--- src/rtl/dmem_arbiter.sv ---
// Data-memory port arbiter: shares one synchronous data RAM between the MEM
// stage and a debug port, with bounded debug starvation and a capped bus lock.
module dmem_arbiter #(
  parameter int MAX_WAIT = 4,
  parameter int LOCK_MAX = 16
) (
  input  logic        cpu_clk,
  input  logic        cpu_rst,
  input  logic        mem_req,
  input  logic        mem_we,
  input  logic [31:0] mem_addr,
  input  logic [31:0] mem_wdata,
  output logic [31:0] mem_rdata,
  output logic        mem_rvalid,
  output logic        pipe_stall,
  input  logic        dbg_req,
  input  logic        dbg_we,
  input  logic        dbg_lock,
  input  logic [31:0] dbg_addr,
  input  logic [31:0] dbg_wdata,
  output logic        dbg_ack,
  output logic [31:0] dbg_rdata,
  output logic [31:0] ram_addr,
  output logic [31:0] ram_wdata,
  output logic        ram_we,
  input  logic [31:0] ram_rdata
);

  localparam int WW = $clog2(MAX_WAIT + 1);
  localparam int LW = $clog2(LOCK_MAX + 1);
  localparam logic [WW-1:0] WAIT_SAT = WW'(MAX_WAIT);
  localparam logic [LW-1:0] LOCK_SAT = LW'(LOCK_MAX);

  typedef enum logic [1:0] {S_IDLE, S_CPU, S_DBG, S_LOCK} state_t;

  state_t        state_q, state_d;
  logic [WW-1:0] wait_q, wait_d;
  logic [LW-1:0] lock_q, lock_d;
  logic          relock_q, relock_d;
  logic          rvalid_q, rvalid_d;
  logic          ack_q, ack_d;
  logic          dbg_rd_q, dbg_rd_d;
  logic          cpu_gnt, dbg_gnt, forced_exit;

  // Grant is purely combinational; reset suppresses every grant.
  always_comb begin
    cpu_gnt = 1'b0;
    dbg_gnt = 1'b0;
    if (!cpu_rst) begin
      if (state_q == S_LOCK) begin
        dbg_gnt = dbg_req;
      end else begin
        dbg_gnt = dbg_req && (!mem_req || (wait_q == WAIT_SAT));
        cpu_gnt = mem_req && !dbg_gnt;
      end
    end
  end

  always_comb begin
    ram_we    = 1'b0;
    ram_addr  = '0;
    ram_wdata = '0;
    if (cpu_gnt) begin
      ram_we    = mem_we;
      ram_addr  = mem_addr;
      ram_wdata = mem_wdata;
    end else if (dbg_gnt) begin
      ram_we    = dbg_we;
      ram_addr  = dbg_addr;
      ram_wdata = dbg_wdata;
    end
  end

  // Responses issued before a reset are dropped while reset is held.
  assign pipe_stall = mem_req && !cpu_gnt && !cpu_rst;
  assign mem_rvalid = rvalid_q && !cpu_rst;
  assign mem_rdata  = mem_rvalid ? ram_rdata : '0;
  assign dbg_ack    = ack_q && !cpu_rst;
  assign dbg_rdata  = (dbg_ack && dbg_rd_q) ? ram_rdata : '0;

  always_comb begin
    state_d     = state_q;
    wait_d      = wait_q;
    lock_d      = lock_q;
    relock_d    = relock_q;
    forced_exit = 1'b0;
    rvalid_d    = cpu_gnt && !mem_we;
    ack_d       = dbg_gnt;
    dbg_rd_d    = dbg_gnt && !dbg_we;

    case (state_q)
      S_LOCK: begin
        if (!dbg_lock || (lock_q == LOCK_SAT)) begin
          state_d     = S_IDLE;
          lock_d      = '0;
          forced_exit = dbg_lock;
        end else begin
          lock_d = lock_q + LW'(1);
        end
      end
      default: begin
        lock_d = '0;
        if (dbg_gnt) begin
          if (dbg_lock && !relock_q) begin
            state_d = S_LOCK;
            lock_d  = LW'(1);
          end else begin
            state_d = S_DBG;
          end
        end else if (cpu_gnt) begin
          state_d = S_CPU;
        end else begin
          state_d = S_IDLE;
        end
      end
    endcase

    // A forced exit hands the next cycle back to the CPU by restarting the wait.
    if (forced_exit || !dbg_req || dbg_gnt) begin
      wait_d = '0;
    end else if (wait_q != WAIT_SAT) begin
      wait_d = wait_q + WW'(1);
    end

    if (forced_exit) begin
      relock_d = 1'b1;
    end else if (!dbg_lock) begin
      relock_d = 1'b0;
    end
  end

  always_ff @(posedge cpu_clk) begin
    if (cpu_rst) begin
      state_q  <= S_IDLE;
      wait_q   <= '0;
      lock_q   <= '0;
      relock_q <= 1'b0;
      rvalid_q <= 1'b0;
      ack_q    <= 1'b0;
      dbg_rd_q <= 1'b0;
    end else begin
      state_q  <= state_d;
      wait_q   <= wait_d;
      lock_q   <= lock_d;
      relock_q <= relock_d;
      rvalid_q <= rvalid_d;
      ack_q    <= ack_d;
      dbg_rd_q <= dbg_rd_d;
    end
  end

endmodule

--- config.mk ---
export PLATFORM = sky130hd
export DESIGN_NAME = dmem_arbiter
export DESIGN_NICKNAME = d
export VERILOG_FILES = /design/src/rtl/dmem_arbiter.sv
export SDC_FILE = /design/constraint.sdc
export NUM_CORES = 1
export LEC_CHECK = 0
export CAP_MARGIN = 25
export CORE_AREA = 10 10 109 111
export CTS_CLUSTER_SIZE = 10
export DETAILED_ROUTE_END_ITERATION = 12
export DIE_AREA = 0 0 119 121
export GPL_TIMING_DRIVEN = 0
export PLACE_DENSITY_LB_ADDON = 0.08
export RECOVER_POWER = 50
export SETUP_SLACK_MARGIN = 0.15
export SLEW_MARGIN = 40
export SYNTH_ARGS = -nofsm -noshare
export SYNTH_HDL_FRONTEND = slang
export SYNTH_SLANG_ARGS = --single-unit
export TNS_END_PERCENT = 20
--- constraint.sdc ---
create_clock -name cpu_clk -period 1.8 [get_ports cpu_clk]
set_clock_uncertainty 0.05 [all_clocks]
set_input_delay 0.27 -clock cpu_clk [delete_from_list [all_inputs] [get_ports cpu_clk]]
set_output_delay 0.27 -clock cpu_clk [all_outputs]
set_load 0.01 [all_outputs]
Word-level counts from Yosys, hierarchy flattened
Cells that the tools add are included.
{"block": "word_totals", "regBits": 14, "latch_bits": 0, "ram_bits": 0, "rom_bits": 0, "in_bits": 167, "out_inout_bits": 132, "word_cells": 64, "mem_count": 0}
{"block": "classes", "n_addsub": 2, "multipliers": 0, "div_mod_pow": 0, "magnitude_cmp": 0, "n_eq_ne": 6, "shift": 0, "mux": 25, "n_bitwise": 0, "n_reduce_logical": 24}
{"op": "$mux W32", "count": 6}
{"op": "$mux W1", "count": 14}
{"op": "$logic_and A1 B1 Y1", "count": 10}
{"op": "$mux W5", "count": 2}
{"op": "$logic_not A1 Y1", "count": 9}
{"op": "$mux W2", "count": 3}
{"op": "$add A5 B1 Y5 const B", "count": 1}
{"op": "$eq A5 B5 Y1 const B", "count": 1}
{"op": "$logic_or A1 B1 Y1", "count": 4}
{"op": "$ne A2 B1 Y1 const B", "count": 2}
{"op": "$add A3 B1 Y3 const B", "count": 1}
{"op": "$eq A3 B3 Y1 const B", "count": 1}
{"op": "$ne A3 B3 Y1 const B", "count": 1}
{"op": "$eq A2 B2 Y1 const B", "count": 1}
{"op": "$reduce_or A2 Y1", "count": 1}

Depth between registers and ports, before layout
Gate-level depths: netlist (run 1).
{"block": "logic_depth", "depth_word": 10, "ltp_mapped": 7, "mapped_depth_nobuf": 5}

Worst setup path before layout (run 1)
Ideal clock, no wire load.
{"block": "synth_path", "path_kind": "reg-to-output", "start": "register wait_q[0]", "end": "output ram_addr[12]", "arrival_ns": 1.453, "t_required_ns": 1.480, "slack_ns": 0.027, "stages_incl_launch_ff": 8, "cell_sequence": "dfxtp_1 -> inv_1 -> ha_1 -> a21boi_1 -> a21oi_1 -> buf_2 -> buf_4 -> a22o_1"}
{"block": "synth_via", "elab_chain_len": 8, "word_cells_on_any_way": 11}
{"item": "from (decl)", "line_no": "37", "source": "logic [WW-1:0] wait_q, wait_d;"}
{"item": "from (signal assigned)", "line_no": "143", "source": "wait_q <= wait_d;"}
{"item": "$eq A3 B3 Y1 (*)", "line_no": "53", "source": "dbg_gnt = dbg_req && (!mem_req || (wait_q == WAIT_SAT));"}
{"item": "$logic_or A1 B1 Y1 (*)", "line_no": "53"}
{"item": "$logic_and A1 B1 Y1 (*)", "line_no": "53"}
{"item": "$logic_not A1 Y1", "line_no": "54", "source": "cpu_gnt = mem_req && !dbg_gnt;"}
{"item": "$logic_and A1 B1 Y1", "line_no": "54"}
{"item": "$mux W1", "line_no": "50", "source": "if (state_q == S_LOCK) begin"}
{"item": "$mux W1", "line_no": "49", "source": "if (!cpu_rst) begin"}
{"item": "$mux W32 (*)", "line_no": "63", "source": "if (cpu_gnt) begin"}
{"item": "to (decl)", "line_no": "23", "source": "output logic [31:0] ram_addr,"}
Every way passes the cells marked *; elsewhere a longest branch is shown, timed or not.

Final worst setup path (run 1)
{"block": "layout_path", "start": "register wait_q[0]", "end": "output ram_addr[21]"}
Same word-level chain as after synthesis.

==> results of run 1 <==
[placed cells by master (no fill, tap or decap), drive strengths merged, types with 2 or more instances in the layout]
master	count
clkdlybuf4s50	163
nor2	9
a22o	65
nand2b	4
nand3	2
and2	33
diode	2
inv	6
dfxtp	14
buf	106
clkbuf	26
xor2	2
xnor2	2
and3	32
clkdlybuf4s15	32
a21oi	2
dlygate4sd2	10
ha	4
nor2b	4
nand2	2
[layer usage]
layer / vias to the layer above / GRT usage (%) / wire (µm)
met5: - / 0 / 0
met2: 166 / 35.0 / 7450
met4: 0 / 6.03 / 459
li1: 1435 / - / -
met3: 22 / 8.61 / 1430
met1: 1334 / 19.4 / 5580
[flip-flops by register name, indices dropped and copies added (netlist names)]
name and flops:
ack_q 1, dbg_rd_q 1, lock_q 5, relock_q 1, rvalid_q 1, state_q 2, wait_q 3
[worst register-to-register path, stage by stage, from the launching register on]
cell	delay, ps
dfxtp_1	380
inv_1	60
ha_1	180
nor4bb_1	130
or3_1	340
clkbuf_1	190
nor2_1	150
[area by class of cell]
type	instances	area [µm²]
fill	1019	4810
buffer	24	211
multi-input combinational	170	1310
timing repair buffer	310	2770
antenna	2	5.00
tap	133	166
clock buffer	4	55.1
inverter	6	22.5
sequential	14	284
[power groups by stage]
| stage | registers, µW | clock network, µW | logic, µW |
|---|---|---|---|
| 3_3_place_gp | 328 | 0 | 874 |
| 3_5_place_dp | 329 | 0 | 884 |
| 4_1_cts | 322 | 310 | 904 |
| 2_1_floorplan | 327 | 0 | 243 |
| 5_1_grt | 323 | 324 | 948 |
| 6_report | 322 | 299 | 891 |
[worst max path at each step]
stage / depth (start not counted) / endpoint / slack [ps] / from
6_report: 8 / ram_addr[21] / -340 / wait_q[0]$_SDFFE_PP0N_
5_1_grt: 9 / ram_addr[5] / -420 / wait_q[0]$_SDFFE_PP0N_
4_1_cts: 9 / ram_addr[5] / -340 / wait_q[0]$_SDFFE_PP0N_
3_5_place_dp: 7 / ram_addr[4] / -1000 / cpu_rst
3_3_place_gp: 7 / ram_addr[4] / -1000 / cpu_rst
2_1_floorplan: 6 / ram_wdata[20] / 150 / wait_q[0]$_SDFFE_PP0N_
[cell families (layout without fill, tap and decap cells)]
group	count (synthesis)	after routing	share of synthesized area, %
AND/OR/NAND/NOR	91	91	32.8
AO/OA/AOI/OAI	71	71	36.4
buffers and inverters	30	344	9.19
flip-flops	14	14	16.6
adder cells (fa/ha/maj)	4	4	2.97
XOR/XNOR	4	4	2.08
other	0	2	0
[per-stage QoR]
| stage | setup TNS, ps | power (µW) | setup WS [ps] | cells |
|---|---|---|---|---|
| floorplan | 0 | 571 | 152 | 214 |
| global placement | -106820 | 1200 | -998 | 645 |
| detailed placement | -107930 | 1210 | -996 | 645 |
| CTS | -18550 | 1540 | -343 | 660 |
| global route | -24570 | 1590 | -422 | 663 |
| finish | -17520 | 1510 | -344 | 663 |
[repair_timing]
action                     in CTS  in global routing
setup endpoints to repair     134                113
cloned                          2                  0
pin swaps                       7                  5
resized for setup             484                 72
setup buffers                   9                  1
==> results by group, run 1 <==
GRT
  – Number of global-route vias before repair: 3,113
  – Grt ovf: 0
  – Antenna violations before repair: 2
  – Largest net degree at the start of global routing: 11
  – GRT Total Usage: around 19%
  – First-pass GRT wire length: about 21 mm

STA
  – Fin crit share: 119%
  – Final hold slack: approximately 440 ps
  – Period minus WS final: 2140 ps
  – Peak Freq: around 470 MHz
  – Worst Tran Pin Value: approximately 340 ps
  – Worst rel slew slack: roughly 77%
  – Final setup fails: between 60 and 70
  – RSZ-0062 raised after global routing: true
  – Fin. Hold Viols: 0
  – Pins over their slew limit: 0
  – Setup ws final: -344 ps

Drt
  – DRT Pass-1 Iters: 5
  – Starting DRT DRC Count: 93
  – Routed WL: 14.9 mm
  – DR WL/cell: around 23 µm
  – Residual DRC: 0
  – ANT nets after route: 0
  – Drt via density: around 4.5
  – Routed via count: slightly below 3,000

Critical path
  – Crit-path max cell delay: 330 ps
  – Crit start category: flop
  – WP buf/inv: 4
  – Crit path kind: flop to output port
  – R2R depth: 6
  – Crit-path max FO: 10
  – Reg2Reg Capture Point: lock_q[4]$_SDFF_PP0_
  – CP arrival: ~1800 ps
  – Slowest CP cell: dfxtp_2
  – Crit path capture type: output port
  – Worst Path Required: approximately 1500 ps
  – R2r setup slk: around 250 ps
  – CP Cell Sequence: inv_2 -> ha_4 -> a21boi_4 -> a21oi_4 -> buf_4 -> clkbuf_8 -> a22o_1 -> dlygate4sd2_1
  – RR Startpoint: lock_q[0]$_SDFF_PP0_
  – CP top delay family: buffers and inverters

Hold path
  – Hold_sp: cpu_rst
  – Worst hold path depth: 3
  – Hold WC Path Type: input pin to flop
  – Hold EP: relock_q$_SDFFE_PP0P_

Yosys
  – Post-Syn Nets: slightly below 400
  – Most common cell in the netlist: a22o_1
  – Flops & latches, synth: 14
  – Synth area leaders: a22o_1, dfxtp_1, and2_1
  – Synth unique cells: 28
  – Area leader, netlist: a22o_1
  – Post-synth top area share: roughly a third
  – Commonest cells post-synth: a22o_1, and2_1, and3_1, dfxtp_1, clkbuf_1
  – Mapped Avg Cell Area: around 8 µm²
  – Mapped Area: 1690 µm²
  – EDFF count, synth: 0
  – Async set-reset flop share out of synthesis: 0%
  – Post-synth top flop: dfxtp_1
  – Post-synthesis sequential area ratio: 16.6%
  – Mapped Cells: between 200 and 250
  – Synth warn: 0

Layout
  – Area growth syn-to-layout: 186%
  – Final nets: 700
  – Layout Utilization: 50.1%
  – Cell area after layout: 4830 µm²
  – Share of layout cells above drive strength 1: 32.8%

Power
  – Share of power burned in registers: about a fifth
  – Int Power: between 1000 and 1500 µW
  – VDD IR-drop max: ~310 µV
  – P_sw: approximately 410 µW
  – Clock power frac: approximately a fifth
  – Leakage: ~0.0023 µW
  – Switch share: a little over a quarter
  – Power Dens Cells: between 300 and 400 nW/µm²
  – Gate power share: a little under 60%

CTS
  – CTS Root Cell: clkbuf_8
  – Hold Buf Count CTS: 0
  – Num CTS Buffers: 3
  – CTS tree: done
  – Clk_lat worst skew: between 200 and 250 ps
  – Max H-tree Level: 1
  – Clk buf depth: 2
  – Total clock sinks: 14
  – Clock transition at the registers of the reported paths: 60 ps

Run status
  – Failing checks: setup timing
  – Status: complete, but fails checks

Die
  – Starting density of the core: approximately 18%
  – Die height: between 100 and 150 µm
  – DIE AREA: between 10,000 and 15,000 µm²
  – Core area: slightly below 10,000 µm²
  – Row cnt: 36
  – Width of the die: ~120 µm
  – I/O pins: ~300

Placement
  – Hpwl dp: ~13 mm
  – PortBufs: roughly 300
  – Placed Area: about 4900 µm²
  – Final Wtd Congestion: around 0.88

Run
  – Max-cap violations: 0
No activity file was read; power rests on OpenSTA's default activity.
==> inputs of run 2 (changes only) <==
--- a/config.mk
+++ b/config.mk
@@ -10,8 +10,8 @@
 export CTS_CLUSTER_SIZE = 10
 export DETAILED_ROUTE_END_ITERATION = 12
 export DIE_AREA = 0 0 119 121
-export GPL_TIMING_DRIVEN = 0
-export PLACE_DENSITY_LB_ADDON = 0.08
+export GPL_TIMING_DRIVEN = 1
+export PLACE_DENSITY = 0.76
 export RECOVER_POWER = 50
 export SETUP_SLACK_MARGIN = 0.15
 export SLEW_MARGIN = 40
==> run 2 against run 1 <==
The flow still finishes with violations (setup timing). Fmax up 1.5%. Non-clock buffer count fell by 9. Utilization shrank 0.95 points. Cell count shrank 1.7%. Register-to-register slack barely moved. Via count down 0.64%. Critical endpoint is now ram_wdata[3]. Largest power group unchanged.
==> results by group, run 2 (same netlist as run 1, synthesis figures left out) <==
Run status
  – Failing checks: setup timing (unchanged)
  – Status: complete, but fails checks (unchanged)

CTS
  – Max H-tree Level: 1 (unchanged)
  – Hold Buf Count CTS: 0 (unchanged)
  – Clk_lat worst skew: 250 ps (was 240 ps)
  – Num CTS Buffers: 3 (unchanged)
  – Clk buf depth: 2 (unchanged)
  – CTS tree: done (unchanged)
  – CTS Root Cell: clkbuf_8 (unchanged)
  – Total clock sinks: 14 (unchanged)
  – Clock transition at the registers of the reported paths: 50 ps (was 60 ps)

Layout
  – Final nets: 691 (was 700)
  – Cell area after layout: 4730 µm² (was 4830 µm²)
  – Max FFs per register: 5 (unchanged)
  – Fin cells: 652 (was 663)
  – # diodes: 0 (was 2)
  – Share of layout cells above drive strength 1: 33.1% (was 32.8%)
  – Largest regs: lock_q: 5 flops, wait_q: 3 flops, state_q: 2 flops (unchanged)
  – Leading cell type in the layout, fill and taps excluded: clkdlybuf4s50_1 (unchanged)
  – Commonest non-fill, non-tap cells in the layout: clkdlybuf4s50_1, buf_2, a22o_1, buf_6 (was clkdlybuf4s50_1, a22o_1, buf_2, and3_1, and2_1)
  – Area growth syn-to-layout: 181% (was 186%)
  – Top reg by flops: lock_q (unchanged)
  – # fillers: 1,001 (was 1,019)

STA
  – Fin crit share: 117% (was 119%)
  – Pins over their slew limit: 0 (unchanged)
  – Period minus WS final: 2110 ps (was 2140 ps)
  – Peak Freq: 474 MHz (was 467 MHz)
  – RSZ-0062 raised after global routing: true (unchanged)
  – Final setup fails: 66 (unchanged)
  – Fin. Hold Viols: 0 (unchanged)
  – Worst Tran Pin Value: 314 ps (was 345 ps)
  – Worst rel slew slack: 78.8% (was 76.7%)
  – Setup ws final: -311 ps (was -344 ps)

Drt
  – Drt via density: 4.51 (was 4.46)
  – Starting DRT DRC Count: 133 (was 93)
  – Routed WL: 14.3 mm (was 14.9 mm)
  – DRT Pass-1 Iters: 4 (was 5)
  – DR WL/cell: 21.9 µm (was 22.5 µm)
  – Residual DRC: 0 (unchanged)
  – ANT nets after route: 0 (unchanged)
  – Routed via count: 2,938 (was 2,957)

Critical path
  – Crit path capture type: output port (unchanged)
  – Crit path kind: flop to output port (unchanged)
  – Worst Path Required: 1480 ps (about the same)
  – Crit-path max FO: 6 (was 10)
  – CP arrival: 1790 ps (was 1820 ps)
  – Crit start category: flop (unchanged)

Hold path
  – Hold WC Path Type: flop to flop (was input pin to flop)

Power
  – VDD IR-drop max: 174 µV (was 306 µV)
  – P_sw: 431 µW (was 414 µW)
  – Power Dens Cells: 324 nW/µm² (was 313 nW/µm²)
  – Leakage: 0.00235 µW (about the same)
  – Int Power: 1100 µW (about the same)
  – Clock power frac: 20.0% (was 19.8%)
  – Switch share: 28.1% (was 27.4%)
  – Share of power burned in registers: 21.0% (was 21.3%)
  – Gate power share: 59.0% (was 58.9%)

Placement
  – DP Cell Count: 637 (was 645)
  – Hpwl dp: 12.2 mm (was 13.0 mm)
  – PortBufs: 298 (unchanged)
  – Placed Area: 4930 µm² (was 4870 µm²)
  – Final Wtd Congestion: 0.836 (was 0.883)

Die
  – Row cnt: 36 (unchanged)
  – Core area: 9640 µm² (unchanged)
  – Width of the die: 119 µm (unchanged)
  – DIE AREA: 14,400 µm² (unchanged)
  – Die height: 121 µm (unchanged)
  – Starting density of the core: 17.5% (unchanged)
  – I/O pins: 299 (unchanged)

GRT
  – GRT Total Usage: 18.1% (was 19.3%)
  – Antenna violations before repair: 0 (was 2)
  – First-pass GRT wire length: 20.2 mm (was 21.5 mm)
  – Grt ovf: 0 (unchanged)
  – Number of global-route vias before repair: 3,023 (was 3,113)
  – Largest net degree at the start of global routing: 44 (was 11)

Run
  – Max-cap violations: 0 (unchanged)
-- run 2: changes by cell type in the layout (fill, tap and decap cells not counted), sizes merged --
cell	change
clkbuf	-18
clkdlybuf4s15	-31
diode	-2
buf	+47
dlygate4sd2	-6
dlymetal6s2s	-1
-- run 2: final cells by class --
type	instances	area [µm²]	area share [%]
Timing Repair Buffer	325	2900	61.2
Multi-Input combinational cell	170	1310	27.7
Sequential cell	14	283	5.97
Tap cell	133	166	3.51
Clock buffer	4	55.1	1.16
Inverter	6	22.5	0.476
-- run 2: worst paths after layout --
kind / from / cells past startpoint / slack (ps) / end
max reg2reg: wait_q[1]$_SDFFE_PP0N_ / 8 / 240 / state_q[0]$_SDFFE_PP0P_
max: wait_q[1]$_SDFFE_PP0N_ / 8 / -310 / ram_wdata[3]
min: relock_q$_SDFFE_PP0P_ / 2 / 420 / relock_q$_SDFFE_PP0P_
min reg2reg: relock_q$_SDFFE_PP0P_ / 2 / 420 / relock_q$_SDFFE_PP0P_
-- run 2: metrics by stage --
stage	util (%)	total power, µW	TNS [ps]	hold slack, ps	worst slack (ps)
2_1_floorplan	-	571	0	292	152
3_3_place_gp	51.1	1220	-81420	392	-798
3_5_place_dp	51.1	1220	-81990	411	-793
4_1_cts	48.2	1520	-15850	423	-381
5_1_grt	49.1	1610	-22340	461	-409
6_report	49.1	1530	-16030	423	-311
-- run 2: critical path: stages (launching register included) --
cell and delay (ps):
dfxtp_2 340, inv_2 40, ha_4 170, a311oi_4 250
buf_6 180, buf_4 140, buf_16 110, a22o_1 160
buf_2 150
-- run 2: metal layers --
layer  global-route usage [%]  vias up  wire, µm
li1                         -     1416         -
met1                     17.9     1330      5110
met2                     34.6      175      7460
met3                     6.75       17      1410
met4                     4.81        0       293
met5                        0        -         0
-- run 2: timing repair --
item | in CTS | in global routing
buffers inserted | 3 | 4
cloned | 3 | 1
pin swaps | 39 | 10
resized for setup | 570 | 12
endpoints found under the setup margin | 132 | 83
-- run 2: power groups by stage --
stage / clock network [µW] / registers (µW) / logic [µW]
3_3_place_gp: 0 / 328 / 888
6_report: 307 / 322 / 906
4_1_cts: 317 / 322 / 884
2_1_floorplan: 0 / 327 / 243
5_1_grt: 329 / 323 / 957
3_5_place_dp: 0 / 328 / 896
==> inputs of run 3 (changes only) <==
--- a/config.mk
+++ b/config.mk
@@ -6,12 +6,12 @@
 export NUM_CORES = 1
 export LEC_CHECK = 0
 export CAP_MARGIN = 25
-export CORE_AREA = 10 10 109 111
+export CORE_AREA = 2 2 116 118
 export CTS_CLUSTER_SIZE = 10
 export DETAILED_ROUTE_END_ITERATION = 12
-export DIE_AREA = 0 0 119 121
+export DIE_AREA = 0 0 118 120
 export GPL_TIMING_DRIVEN = 1
-export PLACE_DENSITY = 0.76
+export PLACE_DENSITY = 0.61
 export RECOVER_POWER = 50
 export SETUP_SLACK_MARGIN = 0.15
 export SLEW_MARGIN = 40
==> run 3 against run 2 <==
Critical path type unchanged. Total power grew 12%. Combinational power grew 2%. Clock-buffer cell count is the same. Via count grew 2.8%. Utilization shrank 11 points. Largest cell class unchanged. The run still ends with setup timing left. Sequential power is essentially flat.
==> results by group, run 3 (same netlist as run 1, synthesis figures left out) <==
Critical path
  – Crit start category: flop (unchanged)
  – Crit-path max FO: 5 (was 6)
  – Crit path kind: flop to output port (unchanged)
  – R2r setup slk: 270 ps (was 240 ps)
  – Crit-path max cell delay: 330 ps (was 340 ps)
  – Crit path capture type: output port (unchanged)
  – RR Startpoint: wait_q[0]$_SDFFE_PP0N_ (was wait_q[1]$_SDFFE_PP0N_)
  – WP buf/inv: 6 (was 5)
  – CP top delay family: buffers and inverters (unchanged)
  – Slowest CP cell: dfxtp_2 (unchanged)
  – CP Cell Sequence: inv_2 -> ha_4 -> a311oi_4 -> buf_6 -> buf_12 -> buf_12 -> clkbuf_16 -> a22o_1 -> buf_2 (was inv_2 -> ha_4 -> a311oi_4 -> buf_6 -> buf_4 -> buf_16 -> a22o_1 -> buf_2)
  – Worst Path Required: 1480 ps (about the same)
  – Most used cell, CP: buf_12
  – CP arrival: 1860 ps (was 1790 ps)
  – Worst setup path start: wait_q[0]$_SDFFE_PP0N_ (was wait_q[1]$_SDFFE_PP0N_)

Layout
  – Final nets: 704 (was 691)
  – Share of layout cells above drive strength 1: 35.7% (was 33.1%)
  – Top reg by flops: lock_q (unchanged)
  – Commonest non-fill, non-tap cells in the layout: clkdlybuf4s50_1, buf_2, a22o_1, and2_1, and3_1 (was clkdlybuf4s50_1, buf_2, a22o_1, buf_6)
  – Leading cell type in the layout, fill and taps excluded: clkdlybuf4s50_1 (unchanged)
  – Max FFs per register: 5 (unchanged)
  – Largest regs: lock_q: 5 flops, wait_q: 3 flops, state_q: 2 flops (unchanged)
  – # fillers: 1,351 (was 1,001)
  – Area growth syn-to-layout: 197% (was 181%)

Power
  – Clock power frac: 27.2% (was 20.0%)
  – Leakage: 0.00240 µW (was 0.00235 µW)
  – Power Dens Cells: 342 nW/µm² (was 324 nW/µm²)
  – VDD IR-drop max: 227 µV (was 174 µV)
  – Switch share: 26.3% (was 28.1%)
  – Share of power burned in registers: 18.8% (was 21.0%)
  – Int Power: 1260 µW (was 1100 µW)
  – P_sw: 450 µW (was 431 µW)
  – Gate power share: 53.9% (was 59.0%)

CTS
  – CTS Root Cell: clkbuf_16 (was clkbuf_8)
  – Clk buf depth: 2 (unchanged)
  – Clk_lat worst skew: 240 ps (was 250 ps)
  – Num CTS Buffers: 3 (unchanged)
  – Total clock sinks: 14 (unchanged)
  – Max H-tree Level: 1 (unchanged)
  – CTS tree: done (unchanged)
  – Clock transition at the registers of the reported paths: 50 ps (about the same)
  – Hold Buf Count CTS: 0 (unchanged)

Hold path
  – Hold_sp: relock_q$_SDFFE_PP0P_ (unchanged)
  – Hold WC Path Type: flop to flop (unchanged)

STA
  – Fin. Hold Viols: 0 (unchanged)
  – Worst rel slew slack: 77.3% (was 78.8%)
  – Final setup fails: 66 (unchanged)
  – Final hold slack: 419 ps (was 423 ps)
  – Setup_tns: -20,630 ps (was -16,030 ps)
  – RSZ-0062 raised after global routing: true (unchanged)
  – Pins over their slew limit: 0 (unchanged)
  – Peak Freq: 459 MHz (was 474 MHz)
  – Fin crit share: 121% (was 117%)
  – Setup ws final: -381 ps (was -311 ps)
  – Worst Tran Pin Value: 335 ps (was 314 ps)
  – Period minus WS final: 2180 ps (was 2110 ps)

Drt
  – Drt via density: 4.26 (was 4.51)
  – WL met2: 5.99 mm (was 7.46 mm)
  – Routed WL: 11.9 mm (was 14.3 mm)
  – Residual DRC: 0 (unchanged)
  – DRT Pass-1 Iters: 4 (unchanged)
  – DR WL/cell: 16.7 µm (was 21.9 µm)
  – Highest routed layer: met4 (unchanged)
  – Met1 Wirelength: 4.74 mm (was 5.11 mm)
  – Routed wl met3: 935 µm (was 1.41 mm)
  – Starting DRT DRC Count: 86 (was 133)
  – Routed via count: 3,019 (was 2,938)
  – ANT nets after route: 0 (unchanged)

GRT
  – First-pass GRT wire length: 17.4 mm (was 20.2 mm)
  – Largest net degree at the start of global routing: 34 (was 44)
  – Grt ovf: 0 (unchanged)
  – GRT Total Usage: 15.5% (was 18.1%)
  – Antenna violations before repair: 0 (unchanged)
  – Number of global-route vias before repair: 3,118 (was 3,023)

Die
  – DIE AREA: 14,200 µm² (was 14,400 µm²)
  – Core area: 13,000 µm² (was 9640 µm²)
  – Starting density of the core: 13.0% (was 17.5%)
  – Die height: 120 µm (was 121 µm)
  – I/O pins: 299 (unchanged)
  – Row cnt: 42 (was 36)
  – Width of the die: 118 µm (was 119 µm)

Run status
  – Status: complete, but fails checks (unchanged)
  – Failing checks: setup timing (unchanged)

Placement
  – Final Wtd Congestion: 0.889 (was 0.836)
  – PortBufs: 298 (unchanged)
  – Hpwl dp: 8.88 mm (was 12.2 mm)

Run
  – Max-cap violations: 0 (unchanged)
[run 3: power by group through the flow]
stage	logic, µW	registers [µW]	clock network, µW
finish	924	323	466
global placement	874	328	0
detailed placement	881	328	0
CTS	897	323	469
global route	979	323	486
floorplan	243	327	0
[run 3: area by class of cell]
cell class                      instances  area, µm²  area share [%]
Antenna cell                            1       2.50          0.0500
Inverter                                6       22.5           0.450
Tap cell                              176        220            4.40
Multi-Input combinational cell        170       1360            27.1
Clock buffer                            4       88.8            1.78
Sequential cell                        14        283            5.65
Timing Repair Buffer                  338       3030            60.5
[run 3: final timing paths]
kind,depth (start not counted),to
min,2,relock_q$_SDFFE_PP0P_
max,9,ram_addr[7]
min reg2reg,2,relock_q$_SDFFE_PP0P_
max reg2reg,8,state_q[0]$_SDFFE_PP0P_
[run 3: timing repair]
item                                    in CTS  in global routing
resized for setup                          537                 26
pin swaps                                   22                 14
endpoints found under the setup margin     134                 83
buffers inserted                            15                  2
gates cloned                                 7                  2
[run 3: metal layers]
layer,global-route usage (%),vias to the layer above
li1,-,1442
met3,3.33,18
met5,0,-
met1,18.5,1381
met2,28.3,178
met4,3.46,0
[run 3: per-stage QoR]
stage	total power [µW]	worst slack (ps)	util, %	std cells	area, µm²
6_report	1710	-381	38.6	709	5000
5_1_grt	1790	-443	38.5	708	5000
4_1_cts	1690	-365	38.0	704	4930
3_5_place_dp	1210	-819	38.3	678	4970
3_3_place_gp	1200	-798	38.3	678	4970
2_1_floorplan	571	152	-	214	1720
[run 3: worst reg2reg max path, cell delays in order, from the launching register on]
cell,delay (ps)
dfxtp_2,320
inv_2,60
ha_4,180
a311oi_4,100
buf_6,150
buf_4,150
buf_12,130
buf_4,130
nand3b_1,140
